[src/rtl/judge_seg_display.sv]
// Multi-lane judgement display: each lane latches a judgement, shows PF/GD/FL on
// two 7-segment digits for HOLD_CYCLES, then reverts to dashes. PERFECT may blink.
module judge_seg_display #(
  parameter int NUM_LANES    = 2,
  parameter int HOLD_CYCLES  = 25000000,
  parameter int BLINK_CYCLES = 6250000,
  parameter int ACTIVE_LOW   = 1
) (
  input  logic                    clk,
  input  logic                    rst_n,
  input  logic [NUM_LANES-1:0]    judge_valid,
  input  logic [2*NUM_LANES-1:0]  judge_code,
  input  logic                    blink_en,
  output logic [14*NUM_LANES-1:0] hex_out,
  output logic [NUM_LANES-1:0]    busy
);

  localparam int TW = $clog2(HOLD_CYCLES + 1);
  localparam int BW = (BLINK_CYCLES > 1) ? $clog2(BLINK_CYCLES) : 1;
  localparam logic [TW-1:0] TMR_LOAD   = TW'(HOLD_CYCLES - 1);
  localparam logic [TW-1:0] TMR_ONE    = TW'(1);
  localparam logic [BW-1:0] BLINK_LAST = BW'(BLINK_CYCLES - 1);
  localparam logic [BW-1:0] BCNT_ONE   = BW'(1);

  // Patterns are stored active-low; POL flips them for active-high boards.
  localparam logic [6:0] POL       = (ACTIVE_LOW != 0) ? 7'b0000000 : 7'b1111111;
  localparam logic [6:0] SEG_P     = 7'b0001100 ^ POL;
  localparam logic [6:0] SEG_F     = 7'b0001110 ^ POL;
  localparam logic [6:0] SEG_G     = 7'b1000010 ^ POL;
  localparam logic [6:0] SEG_D     = 7'b1000000 ^ POL;
  localparam logic [6:0] SEG_L     = 7'b1000111 ^ POL;
  localparam logic [6:0] SEG_DASH  = 7'b0111111 ^ POL;
  localparam logic [6:0] SEG_BLANK = 7'b1111111 ^ POL;

  typedef enum logic {IDLE = 1'b0, SHOW = 1'b1} lane_state_t;

  lane_state_t          st_r   [NUM_LANES];
  lane_state_t          st_s   [NUM_LANES];
  logic [1:0]           code_r [NUM_LANES];
  logic [1:0]           code_s [NUM_LANES];
  logic [TW-1:0]        tmr_r  [NUM_LANES];
  logic [TW-1:0]        tmr_s  [NUM_LANES];
  logic [BW-1:0]        bcnt_r;
  logic [BW-1:0]        bcnt_s;
  logic                 phase_r;
  logic                 phase_s;
  logic [14*NUM_LANES-1:0] hex_r;
  logic [14*NUM_LANES-1:0] hex_s;
  logic [NUM_LANES-1:0] busy_r;
  logic [NUM_LANES-1:0] busy_s;

  // Next lane state, blink phase and the display image of that next state.
  always_comb begin
    if (bcnt_r == BLINK_LAST) begin
      bcnt_s  = {BW{1'b0}};
      phase_s = ~phase_r;
    end else begin
      bcnt_s  = bcnt_r + BCNT_ONE;
      phase_s = phase_r;
    end
    hex_s  = {(14*NUM_LANES){1'b0}};
    busy_s = {NUM_LANES{1'b0}};
    for (int i = 0; i < NUM_LANES; i++) begin
      st_s[i]   = st_r[i];
      code_s[i] = code_r[i];
      tmr_s[i]  = tmr_r[i];
      // A strobe always wins over expiry: reload or immediate clear.
      if (judge_valid[i]) begin
        if (judge_code[2*i +: 2] != 2'b11) begin
          st_s[i]   = SHOW;
          code_s[i] = judge_code[2*i +: 2];
          tmr_s[i]  = TMR_LOAD;
        end else begin
          st_s[i]   = IDLE;
          tmr_s[i]  = {TW{1'b0}};
        end
      end else if (st_r[i] == SHOW) begin
        if (tmr_r[i] != {TW{1'b0}}) begin
          tmr_s[i] = tmr_r[i] - TMR_ONE;
        end else begin
          st_s[i]  = IDLE;
        end
      end else begin
        st_s[i] = IDLE;
      end

      busy_s[i] = (st_s[i] == SHOW);
      if (st_s[i] == SHOW) begin
        case (code_s[i])
          2'b00: begin
            if (blink_en && !phase_s) begin
              hex_s[14*i +: 14] = {SEG_BLANK, SEG_BLANK};
            end else begin
              hex_s[14*i +: 14] = {SEG_P, SEG_F};
            end
          end
          2'b01:   hex_s[14*i +: 14] = {SEG_G, SEG_D};
          2'b10:   hex_s[14*i +: 14] = {SEG_F, SEG_L};
          default: hex_s[14*i +: 14] = {SEG_DASH, SEG_DASH};
        endcase
      end else begin
        hex_s[14*i +: 14] = {SEG_DASH, SEG_DASH};
      end
    end
  end

  // Lane FSMs, blink counter and registered outputs.
  always_ff @(posedge clk) begin
    if (!rst_n) begin
      for (int i = 0; i < NUM_LANES; i++) begin
        st_r[i]   <= IDLE;
        code_r[i] <= 2'b00;
        tmr_r[i]  <= {TW{1'b0}};
      end
      bcnt_r  <= {BW{1'b0}};
      phase_r <= 1'b1;
      hex_r   <= {(2*NUM_LANES){SEG_DASH}};
      busy_r  <= {NUM_LANES{1'b0}};
    end else begin
      for (int i = 0; i < NUM_LANES; i++) begin
        st_r[i]   <= st_s[i];
        code_r[i] <= code_s[i];
        tmr_r[i]  <= tmr_s[i];
      end
      bcnt_r  <= bcnt_s;
      phase_r <= phase_s;
      hex_r   <= hex_s;
      busy_r  <= busy_s;
    end
  end

  assign hex_out = hex_r;
  assign busy    = busy_r;

endmodule
[config.mk]
export PLATFORM = sky130hd
export DESIGN_NAME = judge_seg_display
export DESIGN_NICKNAME = d
export VERILOG_FILES = /design/src/rtl/judge_seg_display.sv
export SDC_FILE = /design/constraint.sdc
export NUM_CORES = 1
export LEC_CHECK = 0
export BUFFER_PORTS_ARGS = -buffer_cell sky130_fd_sc_hd__buf_2
export CORE_MARGIN = 3
export CORE_UTILIZATION = 50
export CTS_CLUSTER_DIAMETER = 100
export DETAILED_ROUTE_END_ITERATION = 10
export PLACE_DENSITY_LB_ADDON = 0.25
export SETUP_SLACK_MARGIN = 0.1
export SLEW_MARGIN = 10
export SYNTH_ARGS = -nofsm -noshare
export SYNTH_HDL_FRONTEND = slang
export SYNTH_SLANG_ARGS = --single-unit
[constraint.sdc]
create_clock -name clk -period 2.9 [get_ports clk]
set_clock_uncertainty 0.1 [all_clocks]
set_input_delay 0.435 -clock clk [delete_from_list [all_inputs] [get_ports clk]]
set_output_delay 0.435 -clock clk [all_outputs]
set_load 0.05 [all_outputs]
== After elaboration in Yosys (flattened, before gate mapping) ==
Memory sizes are Yosys's and may differ from the RTL's.
Index checks and enable logic that the tools add are counted.

* Memories kept: 3
* Bits in latches: 0
* Word-level logic and storage cells: 67
* Memory bits (read-only): 0
* Input bits: 9
* RAM bits: 56
* Register bits after elaboration: 54

* Shift operators: 0
* Eq/ne operators: 7
* Add/sub/neg operators: 3
* Multiply operators: 0
* Divide/modulo/power cells: 0
* Bitwise operators: 8
* Reduce and logical (&&, ||, !) cells: 9
* Muxes and demuxes: 32
* Magnitude comparators: 0

{| class="wikitable"
|+ Memories
! name !! words !! bits a word !! read ports !! clocked after Yosys merged registers in !! wr ports !! line !! RTL
|-
| tmr_r || 2 || 25 || 2 || 0 || 2 || 41 || <nowiki>logic [TW-1:0] tmr_r [NUM_LANES];</nowiki>
|-
| code_r || 2 || 2 || 2 || 0 || 2 || 39 || <nowiki>logic [1:0] code_r [NUM_LANES];</nowiki>
|-
| st_r || 2 || 1 || 2 || 0 || 2 || 37 || <nowiki>lane_state_t st_r [NUM_LANES];</nowiki>
|}

{| class="wikitable"
|+ Operators with widths
! operator !! number
|-
| two-way mux 25 bit || 10
|-
| one-hot mux 14 bit (3 select lines) || 2
|-
| nonzero test 25 bit || 2
|-
| subtractor 25 x 1 -> 25 bit, second input constant || 2
|-
| adder 23 x 1 -> 23 bit, second input constant || 1
|-
| equality test 23 bit, second input constant || 1
|-
| two-way mux 14 bit || 1
|-
| two-way mux 1 bit || 13
|-
| two-way mux 2 bit || 6
|-
| OR 1 bit || 6
|-
| equality test 2 x 1 -> 1 bit, second input constant || 2
|-
| equality test 2 bit, second input constant || 2
|-
| zero test 2 bit || 2
|-
| != test 2 bit, second input constant || 2
|-
| AND reduction 2 bit || 2
|-
| inverter 1 bit || 2
|-
| OR reduction 2 bit || 1
|-
| logical AND 1 bit || 1
|-
| zero test 1 bit || 1
|}

== Logic depth before layout (Yosys ltp) ==
* Depth after elaboration: 6
* Gate-level depth with buffers: 9

== Least setup slack after synthesis ==
Ideal clock, no wire load.

* Path type: reg-to-reg
* Start point: memory tmr_r[0][37] (netlist name)
* End point: memory tmr_r[0][48] (netlist name)
* Slack: 699 ps
* Arrival time: 2,031 ps
* Stages on the path, launching flop included: 6
* Buffers on the path: 1
* Path through: dfxtp_1 > buf_6 > or4_4 > or4_4 > or4b_1 > a21oi_1

{| class="wikitable"
|+ RTL lines
! element !! line
|-
| start: declaration || 41
|}

==> results.sh <==
export IMPL_grt_pass1_wl_mm=18.71
export IMPL_crit_required_ns=3.08
export IMPL_antenna_cells=0
export IMPL_synth_area_top_cells="dfxtp_1 (39%), nor2_1 (6.1%), xor2_1 (4.2%)"
export IMPL_tns_ns=0
export IMPL_yosys_warnings=0
export IMPL_setup_violations=0
export IMPL_max_slew_worst_pin_slew_ns=0.7897
export IMPL_die_y_microns=104.1
export IMPL_wl_per_cell_microns=14.46
export IMPL_dieArea_sq_mm=0.01083
export IMPL_route_antenna_remaining_nets=0
export IMPL_ctsHoldBuffers=0
export IMPL_rsz0062_at_grt="false"
export IMPL_busiest_layer="met2"
export IMPL_grt_max_degree=24
export IMPL_core_rowCount=35
export IMPL_timing_rr_end="tmr_r[0][45]"
export IMPL_globalplace_congestion=0.8922
export IMPL_slew_violations=0
export IMPL_hold_start="rst_n"
export IMPL_p_per_area_mw_per_mm2=576.5
export IMPL_vias=4226
export IMPL_remaining_drc_errors=0
export IMPL_min_delay_worst_endpoint="phase_r"
export IMPL_synth_edff_count=0
export IMPL_met2_usage=0.3245
export IMPL_hpwl_mm=7.582
export IMPL_root_buffer="clkbuf_8"
export IMPL_status="finished clean"
export IMPL_vias_per_cell=5.773
export IMPL_htreeDepth=3
export IMPL_period_needed_ns=2.495
export IMPL_r2r_worst_path_cells=7
export IMPL_syn_inst=571
export IMPL_synthFlopType="dfxtp_1"
export IMPL_syn_cell_area_sq_mm=0.004810
export IMPL_nets=620
export IMPL_area_delta_synth_final_pct=8.975
export IMPL_relSlewSlack=0.4687
export IMPL_fillers=878
export IMPL_grt_antenna_before_repair=0
export IMPL_drt_total_wl_mm=10.59
export IMPL_critical_path_endpoint_type="register"
export IMPL_synth_cell_types=56
export IMPL_dr_first_iter_drc_count=197
export IMPL_ys_seq_area_frac=0.3913
export IMPL_maxCapViolCount=0
export IMPL_yosysTopAreaCell="dfxtp_1"
export IMPL_post_cts_buffers=0
export IMPL_clock_sinks=94
export IMPL_worst_r2r_startpoint="tmr_r[0][25]"
export IMPL_yosysTopAreaCellShare=0.3913
export IMPL_grt_util_met3=0.03786
export IMPL_async_flop_share=0
export IMPL_clk_latency_ns=0.36
export IMPL_avgSynthCellArea_sq_um=8.423
export IMPL_p_leak_nw=2.022
export IMPL_dieWidth_microns=104.1
export IMPL_min_path_type="primary input to register"
export IMPL_met1_usage=0.2793
export IMPL_ir_drop_mv=0.3725
export IMPL_arrival_ns=2.67
export IMPL_finalCritPeriodShare=0.8603
export IMPL_grt_remaining_overflow=0
export IMPL_grt_usage=0.2017
export IMPL_startpoint_type="register"
export IMPL_ys_ff_latch=94
export IMPL_synth_most_common_cell="dfxtp_1"
export IMPL_grt_pass1_vias=4091
export IMPL_syn_nets=593
export IMPL_r2r_slack_ns=0.41
export IMPL_drive_above_1_share=0.1360
export IMPL_numCtsBuffers=9
export IMPL_cts_tree="built"
export IMPL_max_clock_freq_mhz=400.8
export IMPL_start_util=0.5181
export IMPL_crit_path_max_fanout=6
export IMPL_dr_pass1_iters=4
export IMPL_crit_type="register to register"
export IMPL_clock_path_buffers=2
export IMPL_holdPathStages=2
export IMPL_fin_hold_ws_ns=0.3144
export IMPL_port_buffer_count=38
export IMPL_netlist_top_cells_count="dfxtp_1 (94), nor2_1 (78), a21oi_1 (31)"
export IMPL_core_area_sq_mm=0.009284
export IMPL_postCtsResizedCells=0
export IMPL_hold_viol=0
export IMPL_pin_count=39
export IMPL_clk_pin_slew_ns=0.10
[layout by cell type (no fill, tap or decap), types with 12 or more instances in the layout]
master,synthesis,final
nand2_1,30,30
ha_1,13,13
buf_2,1,38
dfxtp_1,94,94
a311oi_1,14,14
inv_1,18,18
buf_4,14,12
o21ai_0,15,15
nor4_1,13,13
nand4_1,21,21
nor3_1,26,26
xor2_1,23,23
nor2_1,78,78
nand3_1,23,23
a21oi_1,31,31
[routing by layer]
metal	wire (microns)	part of all wire
met3	396	0.037
met2	4977	0.47
met1	5142	0.49
met5	0	0
met4	70	0.0066
[cell type report]
cell class                 instances  area, sq um  share of cell area
clock buffer                       9        123.9             0.02363
clock inverter                     7        62.56             0.01194
inverter                          19        71.32             0.01361
multi-input combinational        424         2660              0.5075
sequential                        94         1882              0.3590
tap                              129        161.4             0.03079
timing repair buffer              50        280.3             0.05347
[state kept, by name, indices dropped and copies added (netlist names)]
signal   cells
tmr_r       50
bcnt_r      23
hex_out     14
code_r       4
busy         2
phase_r      1
[cell families (layout without fill, tap and decap cells)]
logic type,Yosys count,after routing,share of synthesized area
xor gates and xnor gates,32,32,0.05827
buffers and inverters,53,85,0.05567
and+or+nand+nor,257,257,0.2843
AOI/OAI and AO/OA,121,121,0.1746
DFF,94,94,0.3913
muxes,1,1,0.002081
adders and majority gates,13,13,0.03382
[power by group]
part	internal (mW)	leakage, nW	switching, mW
registers	1.36	0.768	0.0875
logic	0.254	1.16	0.483
clock network	0.333	0.0984	0.498
total	1.95	2.02	1.07
[through the flow]
stage / setup slack, ns / instance area, sq um / std cells / util / total power [mW]
6_report: 0.4052 / 5241 / 732 / 0.5646 / 3.022
5_1_grt: 0.1936 / 5241 / 732 / 0.5646 / 3.204
4_1_cts: 0.4115 / 5241 / 732 / 0.5646 / 3.045
3_5_place_dp: 0.4097 / 5055 / 716 / 0.5445 / 2.210
3_3_place_gp: 0.5235 / 5055 / 716 / 0.5445 / 2.194
2_1_floorplan: 0.6986 / 4810 / 571 / - / 2.047
[critical path, stage by stage (launching register included)]
cell	delay [ns]
dfxtp_1	0.35
inv_1	0.09
ha_1	0.23
or4b_2	0.67
nor4_1	0.54
a21o_1	0.21
a21oi_1	0.06
nor3_1	0.18
[worst max-delay path by stage]
stage	start	to	slack, ns	cells after the start
floorplan	tmr_r[0][37]	tmr_r[0][48]	0.70	5
global placement	judge_valid[0]	hex_out[0]	0.52	8
detailed placement	tmr_r[0][25]	tmr_r[0][45]	0.41	7
CTS	tmr_r[0][25]	tmr_r[0][47]	0.41	7
global route	tmr_r[0][25]	tmr_r[0][45]	0.19	7
finish	tmr_r[0][25]	tmr_r[0][45]	0.41	7
Note: power is estimated with default switching activity, not from simulation.
